### config.mk
export PLATFORM = sky130hd
export DESIGN_NAME = dial_positioner
export DESIGN_NICKNAME = d
export VERILOG_FILES = /design/src/rtl/dial_pkg.sv /design/src/rtl/dial_step_gen.sv /design/src/rtl/dial_positioner.sv
export SDC_FILE = /design/constraint.sdc
export NUM_CORES = 1
export LEC_CHECK = 0
export BUFFER_PORTS_ARGS = -buffer_cell sky130_fd_sc_hd__buf_2
export CELL_PAD_IN_SITES_DETAIL_PLACEMENT = 1
export CELL_PAD_IN_SITES_GLOBAL_PLACEMENT = 1
export CORE_MARGIN = 4
export CORE_UTILIZATION = 46
export CTS_CLUSTER_DIAMETER = 120
export DETAILED_ROUTE_END_ITERATION = 7
export GPL_TIMING_DRIVEN = 1
export MAX_ROUTING_LAYER = met4
export PLACE_DENSITY_LB_ADDON = 0.1
export RECOVER_POWER = 25
export REMOVE_ABC_BUFFERS = 1
export SLEW_MARGIN = 15
export SYNTH_ARGS = -nofsm -noshare
export SYNTH_HDL_FRONTEND = slang
export SYNTH_SLANG_ARGS = --single-unit
### constraint.sdc
create_clock -name clk -period 3.6 [get_ports clk]
set_input_delay 0 -clock clk [delete_from_list [all_inputs] [get_ports clk]]
set_output_delay 0 -clock clk [all_outputs]
set_load 0.03 [all_outputs]
### src/rtl/dial_pkg.sv
// rtl/dial_pkg.sv - shared types, constants and helpers for the dial positioner
// Contents: FSM state encoding, one-hot coil phases, direction codes,
//           K/M derivation (whole and fractional steps per dial position).
package dial_pkg;

    typedef enum logic [1:0] {
        ST_IDLE = 2'd0,
        ST_CALC = 2'd1,
        ST_STEP = 2'd2,
        ST_DONE = 2'd3
    } state_t;

    localparam logic [3:0] PH_0 = 4'b0001;
    localparam logic [3:0] PH_1 = 4'b0010;
    localparam logic [3:0] PH_2 = 4'b0100;
    localparam logic [3:0] PH_3 = 4'b1000;

    localparam logic DIR_FWD = 1'b0;
    localparam logic DIR_REV = 1'b1;

    // Whole motor steps per dial position.
    function automatic int calc_k(input int steps_rev, input int num_pos);
        return steps_rev / num_pos;
    endfunction

    // Leftover steps per revolution, spread over positions by remainder tracking.
    function automatic int calc_m(input int steps_rev, input int num_pos);
        return steps_rev % num_pos;
    endfunction

    function automatic logic [3:0] phase_onehot(input logic [1:0] idx);
        logic [3:0] ph;
        case (idx)
            2'd0:    ph = PH_0;
            2'd1:    ph = PH_1;
            2'd2:    ph = PH_2;
            default: ph = PH_3;
        endcase
        return ph;
    endfunction

endpackage

### src/rtl/dial_step_gen.sv
// rtl/dial_step_gen.sv - step prescaler and 4-phase coil sequencer
// Ports: clk, reset_n (async active-low), en (count/step enable), dir (DIR_FWD/DIR_REV),
//        step_tick (one-cycle strobe on the cycle a step is taken), phase (one-hot coil).
module dial_step_gen
    import dial_pkg::*;
#(
    parameter int CLK_DIV = 50000
) (
    input  logic       clk,
    input  logic       reset_n,
    input  logic       en,
    input  logic       dir,
    output logic       step_tick,
    output logic [3:0] phase
);

    localparam int            CW       = $clog2(CLK_DIV);
    localparam logic [CW-1:0] DIV_LAST = CW'(CLK_DIV - 1);

    logic [CW-1:0] presc_q;
    logic [1:0]    ph_q;

    // Prescaler restarts from zero on every entry, so the first step lands
    // exactly CLK_DIV cycles after the enable rises.
    assign step_tick = en && (presc_q == DIV_LAST);
    assign phase     = phase_onehot(ph_q);

    always_ff @(posedge clk or negedge reset_n) begin
        if (!reset_n) begin
            presc_q <= '0;
            ph_q    <= 2'd0;
        end else if (!en) begin
            presc_q <= '0;
        end else if (step_tick) begin
            presc_q <= '0;
            ph_q    <= (dir == DIR_FWD) ? ph_q + 2'd1 : ph_q - 2'd1;
        end else begin
            presc_q <= presc_q + 1'b1;
        end
    end

endmodule

### src/rtl/dial_positioner.sv
// rtl/dial_positioner.sv - shortest-path stepper dial positioner with exact fractional stepping
// Ports: clk, reset_n (async active-low), req/target_pos (move request), abort (stop at
//        next position boundary), cmd_zero (redefine current position as 0 when idle),
//        ready, done (pulse), err (pulse, bad target), cur_pos, motor_drv (one-hot coils).
module dial_positioner
    import dial_pkg::*;
#(
    parameter int NUM_POS   = 32,
    parameter int POS_W     = 5,
    parameter int STEPS_REV = 200,
    parameter int CLK_DIV   = 50000,
    parameter int HOLD_EN   = 0
) (
    input  logic             clk,
    input  logic             reset_n,
    input  logic             req,
    input  logic [POS_W-1:0] target_pos,
    input  logic             abort,
    input  logic             cmd_zero,
    output logic             ready,
    output logic             done,
    output logic             err,
    output logic [POS_W-1:0] cur_pos,
    output logic [3:0]       motor_drv
);

    localparam int RW    = $clog2(NUM_POS);
    localparam int K     = calc_k(STEPS_REV, NUM_POS);
    localparam int M     = calc_m(STEPS_REV, NUM_POS);
    localparam int SEG_W = $clog2(K + 2);

    localparam logic [RW:0]        NP_R     = (RW + 1)'(NUM_POS);
    localparam logic [RW:0]        M_R      = (RW + 1)'(M);
    localparam logic [POS_W:0]     NP_P     = (POS_W + 1)'(NUM_POS);
    localparam logic [POS_W:0]     HALF_P   = (POS_W + 1)'(NUM_POS / 2);
    localparam logic [POS_W-1:0]   POS_LAST = POS_W'(NUM_POS - 1);
    localparam logic [SEG_W-1:0]   SEG_K    = SEG_W'(K);
    localparam logic [SEG_W-1:0]   SEG_K1   = SEG_W'(K + 1);
    localparam logic [SEG_W-1:0]   SEG_ONE  = SEG_W'(1);

    // rem = (cur_pos*STEPS_REV) % NUM_POS; a segment gets the extra step whenever
    // the fractional part carries over a whole step.
    function automatic logic [SEG_W-1:0] seg_len(input logic [RW-1:0] r, input logic d);
        logic [RW:0] s;
        s = {1'b0, r} + M_R;
        if (d == DIR_FWD) return (s >= NP_R) ? SEG_K1 : SEG_K;
        else              return ({1'b0, r} < M_R) ? SEG_K1 : SEG_K;
    endfunction

    function automatic logic [RW-1:0] rem_next(input logic [RW-1:0] r, input logic d);
        logic [RW:0] t;
        if (d == DIR_FWD) begin
            t = {1'b0, r} + M_R;
            if (t >= NP_R) t = t - NP_R;
        end else if ({1'b0, r} < M_R) begin
            t = {1'b0, r} + NP_R - M_R;
        end else begin
            t = {1'b0, r} - M_R;
        end
        return RW'(t);
    endfunction

    state_t           state_q;
    logic [POS_W-1:0] cur_pos_q, target_q;
    logic [RW-1:0]    rem_q;
    logic [SEG_W-1:0] seg_q;
    logic             dir_q, abort_q, ready_q, done_q, err_q;

    logic [POS_W:0]   dist_raw, dist_d;
    logic             dir_d;
    logic [POS_W-1:0] pos_d;
    logic [RW-1:0]    rem_d;
    logic             step_tick;
    logic [3:0]       phase;
    logic             tgt_ok;

    assign tgt_ok = ({1'b0, target_pos} < NP_P);

    always_comb begin
        dist_raw = {1'b0, target_q} + NP_P - {1'b0, cur_pos_q};
        dist_d   = (dist_raw >= NP_P) ? dist_raw - NP_P : dist_raw;
        // Exactly half way round goes forward.
        dir_d    = (dist_d <= HALF_P) ? DIR_FWD : DIR_REV;
        pos_d    = cur_pos_q;
        if (dir_q == DIR_FWD) pos_d = (cur_pos_q == POS_LAST) ? '0 : cur_pos_q + 1'b1;
        else                  pos_d = (cur_pos_q == '0) ? POS_LAST : cur_pos_q - 1'b1;
        rem_d    = rem_next(rem_q, dir_q);
    end

    dial_step_gen #(.CLK_DIV(CLK_DIV)) u_step_gen (
        .clk       (clk),
        .reset_n   (reset_n),
        .en        (state_q == ST_STEP),
        .dir       (dir_q),
        .step_tick (step_tick),
        .phase     (phase)
    );

    always_ff @(posedge clk or negedge reset_n) begin
        if (!reset_n) begin
            state_q   <= ST_IDLE;
            cur_pos_q <= '0;
            target_q  <= '0;
            rem_q     <= '0;
            seg_q     <= '0;
            dir_q     <= DIR_FWD;
            abort_q   <= 1'b0;
            ready_q   <= 1'b1;
            done_q    <= 1'b0;
            err_q     <= 1'b0;
        end else begin
            err_q <= 1'b0;
            case (state_q)
                ST_IDLE: begin
                    if (req) begin
                        if (tgt_ok) begin
                            target_q <= target_pos;
                            state_q  <= ST_CALC;
                            ready_q  <= 1'b0;
                        end else begin
                            err_q <= 1'b1;
                        end
                    end else if (cmd_zero) begin
                        cur_pos_q <= '0;
                        rem_q     <= '0;
                    end
                end
                ST_CALC: begin
                    abort_q <= abort;
                    if (dist_d == '0) begin
                        state_q <= ST_DONE;
                        done_q  <= 1'b1;
                    end else begin
                        dir_q   <= dir_d;
                        seg_q   <= seg_len(rem_q, dir_d);
                        state_q <= ST_STEP;
                    end
                end
                ST_STEP: begin
                    if (abort) abort_q <= 1'b1;
                    if (step_tick) begin
                        if (seg_q == SEG_ONE) begin
                            cur_pos_q <= pos_d;
                            rem_q     <= rem_d;
                            // Abort only takes effect on a position boundary.
                            if (pos_d == target_q || abort_q || abort) begin
                                state_q <= ST_DONE;
                                done_q  <= 1'b1;
                            end else begin
                                seg_q <= seg_len(rem_d, dir_q);
                            end
                        end else begin
                            seg_q <= seg_q - 1'b1;
                        end
                    end
                end
                default: begin
                    state_q <= ST_IDLE;
                    done_q  <= 1'b0;
                    ready_q <= 1'b1;
                    abort_q <= 1'b0;
                end
            endcase
        end
    end

    assign ready     = ready_q;
    assign done      = done_q;
    assign err       = err_q;
    assign cur_pos   = cur_pos_q;
    assign motor_drv = (state_q == ST_STEP || HOLD_EN != 0) ? phase : 4'b0000;

endmodule

==> flow_summary.json <==
{
  "clock_latency_ns": 0.29,
  "finalSetupViolCount": 0,
  "required_ns": 3.79,
  "multi_input_area_um2": 1590,
  "grt_pass1_vias": 2343,
  "ant_nets": 0,
  "die-area_um2": 7180,
  "regArea_um2": 977,
  "core_area_um2": 5610,
  "postSynth.asyncResetShare": 1.00,
  "hold_viol": 0,
  "maxCapViolCount": 1,
  "synth_flop_cell": "dfrtp_1",
  "crit_path_end_kind": "register",
  "final_common_cell": "dfrtp_1",
  "failed_checks": "max-capacitance violations, max-slew violations",
  "drtIter0Drc": 50,
  "fill_cells": 675,
  "areaGrowthSynthToFinish_pct": 11.9,
  "outcome": "finished, violations left",
  "numCtsBuffers": 5,
  "root_buffer": "clkbuf_8",
  "die_h_um": 84.8,
  "clk_pin_slew_ns": 0.08,
  "grtUsageMet2": 0.330,
  "critPathKind": "register to register",
  "skew_ns": 0.00777,
  "grt_usage": 0.203,
  "final_nets": 348,
  "grt_max_degree": 40,
  "gr-max-usage-layer": "met2",
  "clockBufferDepth": 2,
  "wl_um": 6420,
  "cellPowerDensity_nw_per_um2": 700,
  "synth_cell_types": 61,
  "syn_area_per_cell_um2": 9.51,
  "antenna_found_initial": 0,
  "grt_pass1_wl_um": 11400,
  "path_max_fanout": 7,
  "fin_tns_setup_ns": 0,
  "grt-ovfl-total": 0,
  "ir_drop_mv": 0.343,
  "fin_crit_sh": 0.848,
  "viasPerCell": 5.60,
  "syn_area_um2": 2710,
  "synth_cells": 285,
  "drtPass1Iterations": 4,
  "final_area_um2": 3030,
  "wl_per_cell_um": 16.5,
  "vias": 2177,
  "drive_gt1_frac": 0.123,
  "placed_area_um2": 2880,
  "start_util": 0.483,
  "relSlewSlack": -0.408,
  "grt_use_met3": 0.0314,
  "power_leakage_nw": 1.36,
  "yosys_warnings": 0,
  "synth-edff-count": 0,
  "cts_tree": "built",
  "dpl.hpwl_um": 4950,
  "num_antenna_cells": 0,
  "std_cell_rows": 27,
  "min_path_type": "input port to register",
  "io_pins": 22,
  "grt_use_met1": 0.264,
  "final_cell_mix": "dfrtp_1, nor2_1, inv_1",
  "synth_fa_ha_area_frac": 0.104,
  "io_buffers": 20,
  "report.final.slew_viol_count": 40,
  "arrival_ns": 3.24,
  "htree_levels": 2,
  "routabilityCongestion": 0.825,
  "worst-slew-pin-transition_ns": 2.11,
  "yosys_register_bits": 39,
  "synth_top_family_by_area": "simple AND/OR/NAND/NOR gates",
  "die_width_um": 84.8,
  "drc": 0,
  "synth-compound-area-share": 0.145,
  "synth_xor_area_frac": 0.0808,
  "post-route-min-period_ns": 3.05,
  "clock_sinks": 39,
  "yosysSeqAreaShare": 0.361,
  "critPathLaunchType": "register",
  "yosys.area_share.simple": 0.205,
  "fmax_mhz": 328,
  "grt_setup_unrepaired": "no",
  "synth.area.mux_share": 0.0499
}
path summary, 6_finish.rpt:
path	from	to	slack, ns	cells past startpoint
setup / recovery	cur_pos[1]	seg_q[1]	0.55	9
hold / removal	req	ready	0.04	4
setup reg to reg	cur_pos[1]	seg_q[1]	0.55	9
hold reg to reg	u_step_gen.presc_q[0]	u_step_gen.presc_q[0]	0.46	1
max in group asynchronous	reset_n	target_q[3]	1.54	2
min in group asynchronous	reset_n	seg_q[1]	0.85	2
metal layers:
layer | vias to the layer above | share of wire
met5 | - | 0
met1 | 1080 | 0.48
met3 | 6 | 0.027
li1 | 1062 | -
met4 | 0 | 0.0083
met2 | 29 | 0.48
per-stage QoR:
step,setup WS (ns),cells,hold slack [ns],util,power [mW]
floorplan,0.490,278,-0.296,-,1.49
global placement,0.579,374,0.175,0.514,1.80
CTS,0.515,389,0.0288,0.542,2.16
global route,0.388,389,0.0671,0.541,2.33
detailed placement,0.531,374,0.180,0.514,1.84
finish,0.548,389,0.0396,0.541,2.12
sequential cells by signal (all words and copies together), names as in the netlist:
register,flops
u_step_gen.presc_q,16
cur_pos,5
target_q,5
seg_q,3
rem_q,2
state_q,2
u_step_gen.ph_q,2
abort_q,1
dir_q,1
done,1
ready,1
cells by family (layout without fill, tap and decap cells):
family | Yosys count | count (layout)
flip-flops | 39 | 39
other | 1 | 1
AND/OR/NAND/NOR | 101 | 101
XOR/XNOR | 25 | 25
AO/OA/AOI/OAI | 52 | 52
multiplexers | 12 | 12
adder cells (fa/ha/maj) | 22 | 22
buffers and inverters | 33 | 65
worst max-delay path: stages (launching register included):
cell and delay [ns]:
dfrtp_1 0.46, ha_1 0.23, and3_1 0.18, ha_1 0.29
or3_1 0.38, a221o_1 0.29, a22oi_1 0.23, nand4_2 0.16
o311ai_4 0.38, mux2_4 0.33
repair_timing:
action / CTS / global route
endpoints found under the setup margin: 0 / 0
hold buffers: 7 / 0
buffers inserted: 0 / 0
gates resized for setup: 0 / 0
endpoints found under the hold margin: 44 / 0
power by group:
part | internal, mW | switching (mW)
logic | 0.484 | 0.690
registers | 0.533 | 0.115
clock network | 0.136 | 0.164
Yosys cell counts (all sizes together), types with 2 or more instances:
master / number / area share
mux2i: 3 / 0.011
nand4: 5 / 0.014
o2bb2ai: 3 / 0.0097
a22oi: 2 / 0.0055
a221o: 2 / 0.0074
nor2: 26 / 0.036
buf: 5 / 0.014
or3: 3 / 0.0069
nor3: 6 / 0.011
nand2: 16 / 0.022
a31oi: 3 / 0.0069
clkbuf: 2 / 0.0028
dfrtp: 38 / 0.35
o21ai: 17 / 0.031
ha: 21 / 0.097
a21oi: 6 / 0.011
xor2: 11 / 0.036
nand3: 16 / 0.030
and3: 6 / 0.016
or4b: 3 / 0.012
mux2: 9 / 0.039
and2: 7 / 0.016
o21a: 2 / 0.0055
inv: 25 / 0.035
nand2b: 6 / 0.014
a211oi: 4 / 0.013
xnor2: 14 / 0.045
final cells by class:
class | instances | area share
multi-input cells | 213 | 0.524
flip-flops and latches | 39 | 0.322
repair buffers | 31 | 0.0636
inverters | 26 | 0.0322
well taps | 72 | 0.0297
clock buffers | 6 | 0.0239
clock inverters | 2 | 0.00413
No activity file was read; power rests on OpenSTA's default activity.
